File: config.mk
export PLATFORM = sky130hd
export DESIGN_NAME = fsm_run_detect
export DESIGN_NICKNAME = d
export VERILOG_FILES = /design/src/rtl/fsm_run_detect.sv
export SDC_FILE = /design/constraint.sdc
export NUM_CORES = 1
export LEC_CHECK = 0
export ABC_AREA = 1
export CAP_MARGIN = 15
export CORE_AREA = 2 2 39 41
export DETAILED_ROUTE_END_ITERATION = 10
export DIE_AREA = 0 0 41 43
export HOLD_SLACK_MARGIN = 0.1
export MAX_ROUTING_LAYER = met4
export PLACE_DENSITY = 0.51
export SLEW_MARGIN = 20
export SYNTH_ARGS = -nofsm -noshare
export SYNTH_HDL_FRONTEND = slang
export SYNTH_SLANG_ARGS = --single-unit
File: constraint.sdc
create_clock -name clk -period 1 [get_ports clk]
set_input_delay 0.1 -clock clk [delete_from_list [all_inputs] [get_ports clk]]
set_output_delay 0.1 -clock clk [all_outputs]
set_load 0.01 [all_outputs]
File: src/rtl/fsm_run_detect.sv
// Moore run-length detector: flags RUN_LEN consecutive identical qualified bits on ser_in.
// Optional saturating detection-event counter det_cnt is built only when FSM_RUN_CNT_EN is defined.
module fsm_run_detect #(
  parameter int RUN_LEN = 2,
  parameter int CNT_W   = 8
) (
  input  logic             clk,
  input  logic             rst,
  input  logic             ser_in,
  input  logic             in_vld,
  input  logic [1:0]       pol,
  input  logic             ovl,
  output logic             det,
  output logic             run_bit
`ifdef FSM_RUN_CNT_EN
  ,
  output logic [CNT_W-1:0] det_cnt
`endif
);

  localparam int CW = $clog2(RUN_LEN + 1);
  localparam logic [CW-1:0] RUN_LEN_C = CW'(RUN_LEN);
  localparam logic [CW-1:0] ONE_C     = CW'(1);

  typedef enum logic [1:0] {IDLE, RUN, DET} state_t;

  state_t        state_q, state_d;
  logic [CW-1:0] cnt_q, cnt_d;
  logic          run_bit_q, run_bit_d;
  logic          qual;
  logic [CW-1:0] cnt_inc;
  logic          det_event;

  // pol 11 behaves like 00: either value qualifies
  always_comb begin
    case (pol)
      2'b01:   qual = ser_in;
      2'b10:   qual = ~ser_in;
      default: qual = 1'b1;
    endcase
  end

  assign cnt_inc = (cnt_q == RUN_LEN_C) ? RUN_LEN_C : cnt_q + ONE_C;

  always_comb begin
    state_d   = state_q;
    cnt_d     = cnt_q;
    run_bit_d = run_bit_q;
    if (in_vld) begin
      case (state_q)
        IDLE: begin
          state_d   = RUN;
          cnt_d     = ONE_C;
          run_bit_d = ser_in;
        end
        RUN: begin
          if (ser_in == run_bit_q) begin
            // A non-qualifying run parks at RUN_LEN until polarity lets it through
            cnt_d = cnt_inc;
            if ((cnt_inc == RUN_LEN_C) && qual) state_d = DET;
          end else begin
            cnt_d     = ONE_C;
            run_bit_d = ser_in;
          end
        end
        DET: begin
          if (!(ovl && (ser_in == run_bit_q))) begin
            state_d   = RUN;
            cnt_d     = ONE_C;
            run_bit_d = ser_in;
          end
        end
        default: begin
          state_d   = IDLE;
          cnt_d     = '0;
          run_bit_d = 1'b0;
        end
      endcase
    end
  end

  assign det_event = in_vld && (state_d == DET);

  always_ff @(posedge clk or posedge rst) begin
    if (rst) begin
      state_q   <= IDLE;
      cnt_q     <= '0;
      run_bit_q <= 1'b0;
    end else begin
      state_q   <= state_d;
      cnt_q     <= cnt_d;
      run_bit_q <= run_bit_d;
    end
  end

  assign det     = (state_q == DET);
  assign run_bit = run_bit_q;

`ifdef FSM_RUN_CNT_EN
  logic [CNT_W-1:0] det_cnt_q;

  always_ff @(posedge clk or posedge rst) begin
    if (rst) begin
      det_cnt_q <= '0;
    end else if (det_event && (det_cnt_q != {CNT_W{1'b1}})) begin
      det_cnt_q <= det_cnt_q + 1'b1;
    end
  end

  assign det_cnt = det_cnt_q;
`else
  logic unused_event;
  assign unused_event = det_event;
`endif

endmodule

Word level (Yosys, flattened, before mapping):

Index checks and enable logic that the tools add are counted.

* bits in registers: 5
* bits of input ports: 7
* output and inout bits: 2
* logic and storage cells: 33

* $add $sub $neg: 1
* equality and inequality tests: 11
* multiplexer cells: 11
* bitwise gates (word level): 1
* reductions and logical operators: 6

Operators with widths (count)
* 2-bit one-hot mux with 3 select lines: 2
* 2-bit two-way mux: 5
* 2-bit == test (second input constant): 4
* 2-bit inequality test (second input constant): 4
* 2-bit by 1-bit == test with 1-bit output (second input constant): 2
* 4-bit AND reduction: 1
* 1-bit one-hot mux with 3 select lines: 1
* 3-bit AND reduction: 1
* 2-bit by 1-bit adder with 2-bit output (second input constant): 1
* 1-bit logical AND: 2
* 2-bit logical NOT: 1
* 1-bit two-way mux: 2
* 1-bit one-hot mux with 2 select lines: 1
* 2-bit AND reduction: 1
* 1-bit == test: 1
* 1-bit NOT: 1

Longest topological paths before layout:

Gate-level depths: netlist (run 1).

* depth after elaboration: 7
* mapped depth: 9

Worst setup path before layout (run 1):

No wires, ideal clock.

* path kind: register to register
* start point: register run_bit_q, in the netlist run_bit
* end point: register run_bit_q, in the netlist run_bit
* library setup time: 0.123 ns
* data arrival time: 0.979 ns
* required time: 0.877 ns
* slack: -0.103 ns
* cell stages (with the launch flop): 9
* path buffers: 0
* period minus slack after synthesis: 1.103 ns
* cells stage by stage: dfrtp_1 -> inv_1 -> nand2_1 -> nand2_2 -> nor2_4 -> nor2_8 -> nand2_4 -> nand2_1 -> o21ai_2

* word-level cells in the longest chain between the ends: 4
* elaborated cells on any way between the ends: 5

Ends and longest elaborated chain
* from (decl): RTL line 29 `logic run_bit_q, run_bit_d;`
* from (signal assigned): RTL line 92 `run_bit_q <= run_bit_d;`
* 1-bit == test (*): RTL line 57, 67
* 1-bit logical AND: RTL line 67 `if (!(ovl && (ser_in == run_bit_q))) begin`
* 2-bit inequality test (no line)
* 3-bit AND reduction (no line) (*)

Every way passes the cells marked *; elsewhere a longest branch is shown, timed or not.
A chain may end at the register's enable or synchronous reset.

Final worst setup path (run 1):

* start point: register run_bit_q, in the netlist run_bit
* end point: register state_q[0]

* word-level cells in the longest chain between the ends: 4
* elaborated cells on any way between the ends: 5

Ends and longest elaborated chain
* 1-bit == test (*): RTL line 57, 67
* 1-bit logical AND: RTL line 67
* 2-bit inequality test (no line)
* 4-bit AND reduction (no line) (*)
* to (signal assigned): RTL line 90 `state_q <= state_d;`
* to (decl): RTL line 27 `state_t state_q, state_d;`

Marked as above.

==> results of run 1 <==
Yosys cell counts:
| library cell | instances |
|---|---|
| dfrtp_1 | 5 |
| ha_1 | 3 |
| inv_1 | 8 |
| inv_2 | 3 |
| nand2_1 | 17 |
| nand2_2 | 1 |
| nand2_4 | 1 |
| nand3_1 | 4 |
| nand3b_1 | 1 |
| nor2_1 | 1 |
| nor2_2 | 1 |
| nor2_4 | 1 |
| nor2_8 | 1 |
| o21ai_0 | 3 |
| o21ai_1 | 2 |
| o21ai_2 | 1 |
how the worst min path moves through the flow:
stage | cells after the start | to | slack, ns | startpoint
floorplan | 1 | cnt_q[0] | -0.12 | rst
global placement | 2 | state_q[0] | 0.32 | rst
detailed placement | 2 | state_q[0] | 0.33 | rst
CTS | 2 | cnt_q[1] | 0.55 | cnt_q[1]
global route | 4 | run_bit | 0.44 | ser_in
finish | 4 | run_bit | 0.41 | ser_in
state kept, by name, summed over array words and instances (netlist names):
register	flops
run_bit	1
state_q	2
cnt_q	2
power groups by stage:
stage	Combinational (mW)	Sequential (mW)	Clock, mW
6_report	0.883	0.355	0.231
4_1_cts	0.821	0.360	0.240
2_1_floorplan	0.430	0.375	0
3_5_place_dp	0.761	0.375	0
3_3_place_gp	0.766	0.369	0
5_1_grt	0.995	0.368	0.255
cells by family (layout without fill, tap and decap cells):
kind of cell	count (synthesis)	count (layout)	share of synthesized area
AND/OR/NAND/NOR	28	28	0.387
buffers and inverters	11	34	0.106
AO/OA/AOI/OAI	6	6	0.0871
flip-flops	5	5	0.323
adder cells (fa/ha/maj)	3	3	0.0968
what timing repair did:
item                                    in CTS  in global routing
setup buffers                                1                  2
hold endpoints to repair                     5                  0
pin swaps                                    5                  6
hold buffers                                 1                  0
endpoints found under the setup margin       7                  7
cloned                                       0                  0
gates resized for setup                      9                  7
through the flow:
| step | hold WS [ns] | worst slack, ns | cell area [um^2] | TNS (ns) |
|---|---|---|---|---|
| 5_1_grt | 0.436 | -0.267 | 627 | -1.18 |
| 6_report | 0.413 | -0.189 | 627 | -0.753 |
| 3_5_place_dp | 0.327 | -0.415 | 541 | -2.08 |
| 4_1_cts | 0.550 | -0.237 | 587 | -1.02 |
| 3_3_place_gp | 0.320 | -0.415 | 541 | -2.03 |
| 2_1_floorplan | -0.121 | -0.102 | 388 | -0.310 |
routing by layer:
| layer | track usage | share of wire | vias to the layer above | wire, um |
|---|---|---|---|---|
| li1 | - | - | 210 | - |
| met1 | 0.126 | 0.42 | 178 | 325 |
| met2 | 0.175 | 0.54 | 8 | 421 |
| met3 | 0.0628 | 0.046 | 0 | 36 |
| met4 | 0.0400 | 0 | 0 | 0 |
| met5 | - | 0 | - | 0 |
cell type report:
cell class | count | area (um^2)
Tap cell | 16 | 20.0
Sequential cell | 5 | 125
Fill cell | 142 | 757
Timing Repair Buffer | 19 | 168
Inverter | 11 | 43.8
Multi-Input combinational cell | 37 | 244
Clock buffer | 4 | 26.3
tightest hold or removal path, cell delays in order:
cell and delay [ns]:
dlymetal6s2s_1 0.20, buf_4 0.16, o21ai_0 0.09, o21ai_2 0.07
==> metrics.txt, run 1 <==
hold violation count in the final report=0; final worst slack=-0.189 ns; worst reg2reg endpoint=state_q[0]; Starting DRT DRC Count=4; Slew Viols, Final=0; Clk pwr share=0.157; share of the synthesized area in the top cell type=0.323; first-pass GRT wire length=around 1300 um; CP bufs+invs=2; Pleak=around 0.34 nW; Yosys reg bits=5; Max Freq=841 MHz; TritonCTS clock tree=built; layout cell share with drive strength beyond 1=0.368; Clock Sinks=5; H-tree Lvls=1; number of buffers created by CTS=3; # setup viols final=6; Vias/cell=approximately 4.3; Total Nets Final=87; final wirelength=between 700 and 800 um; Critical path origin=run_bit; DR WL/cell=between 8 and 9 um; CORE AREA=~1400 um^2; critical path depth=8; Net Sw Frac=0.402; grt ovf=0; arrival time at the worst endpoint=about 1.3 ns; Pwr per Cell Area=2340 nW/um^2; Placed Cells incl. Taps=between 80 and 90; fin cells=approximately 90; worst-margin pin slew=roughly 0.27 ns; Tightest Hold Check Type=in -> reg; port buffer count=8; P_int=0.879 mW; cell accounting for the most synthesized area=dfrtp_1; Antenna Nets Post-Route=0; worst-path maximum fanout=8; Root Buffer Master=clkbuf_4; vias post-DR=396; family with the most delay on the worst path=simple AND/OR/NAND/NOR gates; synth warn=0; Switch Pwr=0.591 mW; startpoint types=register; Seq/Total Area, Yosys=0.323; Synth Instances=53; die area=approximately 1800 um^2; Cell Chain, Critical Path=buf_6, nand2_2, nand2_4, nor2_4, nor2_8, buf_4, nand2_1, nand2_1; diodes inserted=0; syn_nets=63; worst setup path endpoint=state_q[0]; Die Width=41 um; Clock Path Buffers=2; largest net degree at the start of global routing=9; Top cell by count, worst path=nand2_1; DIE HEIGHT=about 43 um; CP max stage delay=0.38 ns; reg-to-reg critical path startpoint=run_bit; final design utilization=0.453; DPL Wire Length=approximately 610 um; RSZ-0062 raised after global routing=true; Crit path required time=1.13 ns; gp weighted congestion=around 0.75; Max-slew headroom=0.819; initial antenna violation count=0; combinational share of power=0.601; sequential power share=0.242; 1st-pass router iterations=4; Area Growth Syn to Fin=61.6%; status=finished, violations left; maximum vdd drop=955 uV; commonest non-fill, non-tap cells in the layout=nand2_1, buf_4, inv_1, dfrtp_1, clkdlybuf4s50_1; kind of critical path=reg -> reg; Max Cap Viol=0; later-pin clock latency in the skew report=between 0.2 and 0.25 ns; synthesized area=between 300 and 400 um^2; Clock transition at path regs=0.04 ns; Pwr Total=approximately 1.5 mW; residual DRC count=0; flop2flop setup slack=-0.19 ns; Setup crit end kind=register; Worst Skew=around 0.00047 ns; crit path time final=between 1 and 1.5 ns; Avg Synthesized Cell Area=~7.3 um^2; reg2reg path depth=8; Placement Rows=14; failing checks=negative setup slack; Netlist cell types=16; commonest non-fill, non-tap cell in the layout=nand2_1; synth top area cells=dfrtp_1, nand2_1, ha_1; Crit-path slowest cell=dfrtp_1; Total GRT Usage=0.116; number of global-route vias before repair=372; Final period util=1.19; Starting Density=0.280; # IOs=9
Power figures use the tool's default switching activity.
==> inputs of run 2 (changes only) <==
--- a/config.mk
+++ b/config.mk
@@ -12,7 +12,7 @@
 export DIE_AREA = 0 0 41 43
 export HOLD_SLACK_MARGIN = 0.1
 export MAX_ROUTING_LAYER = met4
-export PLACE_DENSITY = 0.51
+export PLACE_DENSITY = 0.49
 export SLEW_MARGIN = 20
 export SYNTH_ARGS = -nofsm -noshare
 export SYNTH_HDL_FRONTEND = slang
==> constraint.sdc (replaced) <==
create_clock -name clk -period 1.5 [get_ports clk]
set_input_delay 0.15 -clock clk [delete_from_list [all_inputs] [get_ports clk]]
set_output_delay 0.15 -clock clk [all_outputs]
set_load 0.01 [all_outputs]
==> run 2 against run 1 <==
Effect of this change: the flow now finishes without violations; power down 43%; die area unchanged; wire length down 9.3%; count of clock-buffer cells in the layout unchanged; register-to-register slack better by 0.55 ns; clock skew up 0.0049 ns; sequential power down 31%; critical path type is now reg -> out; critical endpoint is now run_bit; largest power group unchanged.
==> metrics.txt, run 2 (synthesis gave the netlist of run 1 again) <==
status=finished clean; number of global-route vias before repair=296 (-20%); Max Cap Viol=0 (unchanged); first-pass GRT wire length=1190 um (-11%); reg2reg path depth=8 (unchanged); Area Growth Syn to Fin=37.1%; commonest non-fill, non-tap cells in the layout=nand2_1, inv_1, clkdlybuf4s50_1, dfrtp_1, nand3_1; initial antenna violation count=0 (unchanged); die area=1760 um^2 (unchanged); arrival time at the worst endpoint=1.20 ns (-0.12 ns); Pwr per Cell Area=1590 nW/um^2 (-32%); Setup crit end kind=output port; flop2flop setup slack=0.36 ns (+0.55 ns); Clock Path Buffers=2 (unchanged); Total GRT Usage=0.107 (-0.00916); maximum vdd drop=705 uV (-26%); Crit-path slowest cell=clkdlybuf4s50_1; reg-to-reg critical path startpoint=run_bit; cts hold-fix bufs=0 (-1); worst reg2reg endpoint=run_bit; final wirelength=710 um (-9.3%); Clock transition at path regs=0.05 ns (about the same); multi-input logic area=221 um^2 (-9.2%); Cell Chain, Critical Path=clkdlybuf4s50_1; 1st-pass router iterations=2 (-2); RSZ-0062 raised after global routing=false; # IOs=9 (unchanged); gp weighted congestion=0.722 (-3.7%); Place WS=0.0186 ns (+0.433 ns); worst-margin pin slew=0.216 ns (-0.0557 ns); Starting DRT DRC Count=8 (+4); Vias/cell=4.14 (-3.7%); TritonCTS clock tree=built; CP max stage delay=0.56 ns (+0.18 ns); grt ovf=0 (unchanged); Worst Skew=0.00540 ns (+0.00493 ns); Root Buffer Master=clkbuf_4; # setup viols final=0 (-6); number of buffers created by CTS=3 (unchanged); Max Freq=740 MHz; port buffer count=8 (unchanged); Critical path origin=run_bit; Slew Viols, Final=0 (unchanged); Pwr Total=0.845 mW (-43%); Final period util=0.901; Placement Rows=14 (unchanged); residual DRC count=0 (unchanged); hold violation count in the final report=0 (unchanged); Fill cells=152 (+7.0%); Antenna Nets Post-Route=0 (unchanged); H-tree Lvls=1 (unchanged); CP bufs+invs=1 (-1); Max-slew headroom=0.855 (+0.0359); worst setup path endpoint=run_bit; Pleak=0.287 nW (-16%); startpoint types=register; register area=125 um^2 (unchanged); later-pin clock latency in the skew report=0.24 ns (about the same); Tightest Hold Check Type=in -> async; final worst slack=0.148 ns (+0.337 ns); worst-path maximum fanout=5 (-3); largest net degree at the start of global routing=9 (unchanged); Starting Density=0.280 (unchanged); Crit path required time=1.35 ns (+0.22 ns); commonest non-fill, non-tap cell in the layout=nand2_1; diodes inserted=0 (unchanged); DR WL/cell=8.55 um (+0.51%); DPL Wire Length=566 um (-6.6%); family with the most delay on the worst path=buffers and inverters; Total Nets Final=78 (-10%); crit path time final=~1.4 ns; critical path depth=1 (-7); Clock Sinks=5 (unchanged); Die Width=41 um (unchanged); vias post-DR=344 (-13%); total negative setup slack=0 ns (+0.753 ns); layout cell share with drive strength beyond 1=0.209 (-0.159); DIE HEIGHT=43 um (unchanged); kind of critical path=reg -> out; CORE AREA=1380 um^2 (unchanged)
==> run 2: cell count changes in the layout (fill, tap and decap cells not counted), moves of 2 or more <==
cell	delta
clkdlybuf4s50_1	+3
nand2_4	-2
buf_4	-7
nand2_1	+3
==> run 2: metal layers <==
layer	wire [um]	part of all wire	GRT usage
met5	0	0	-
met2	335	0.47	0.138
met1	324	0.46	0.126
met3	50	0.070	0.0942
met4	0	0	0.0200
==> run 2: through the flow <==
step / std cells / hold WS, ns / utilization / instance area (um^2)
after floorplan: 53 / -0.0715 / - / 388
after global placement: 77 / 0.371 / 0.353 / 488
after detailed placement: 77 / 0.381 / 0.353 / 488
after CTS: 81 / 0.116 / 0.372 / 514
after global routing: 83 / 0.151 / 0.384 / 532
final: 83 / 0.106 / 0.384 / 532
==> run 2: worst min path at each step <==
stage / start / endpoint / slack, ns
floorplan: rst / cnt_q[0] / -0.07
global placement: rst / state_q[0] / 0.37
detailed placement: rst / state_q[0] / 0.38
CTS: rst / cnt_q[0] / 0.12
global route: rst / cnt_q[0] / 0.15
finish: rst / cnt_q[0] / 0.11
==> run 2: where the power goes <==
part,switching [mW],internal [mW],total (mW)
Combinational,0.240,0.200,0.440
Sequential,0.0471,0.199,0.246
Clock,0.0572,0.101,0.158
==> run 2: final cells by class <==
| cell class | count | area share |
|---|---|---|
| Timing Repair Buffer | 10 | 0.184 |
| Tap cell | 16 | 0.0376 |
| Sequential cell | 5 | 0.235 |
| Inverter | 11 | 0.0776 |
| Multi-Input combinational cell | 37 | 0.416 |
| Clock buffer | 4 | 0.0494 |
==> run 2: what timing repair did <==
item,4_1_cts,5_1_grt
setup buffers,0,2
setup endpoints to repair,0,1
resized for setup,0,1
==> inputs of run 3 (changes only) <==
--- a/config.mk
+++ b/config.mk
@@ -10,7 +10,6 @@
 export CORE_AREA = 2 2 39 41
 export DETAILED_ROUTE_END_ITERATION = 10
 export DIE_AREA = 0 0 41 43
-export HOLD_SLACK_MARGIN = 0.1
 export MAX_ROUTING_LAYER = met4
 export PLACE_DENSITY = 0.49
 export SLEW_MARGIN = 20
==> results of run 3 <==
Same layout as run 2: the final DEF is identical, and so are final timing and power.
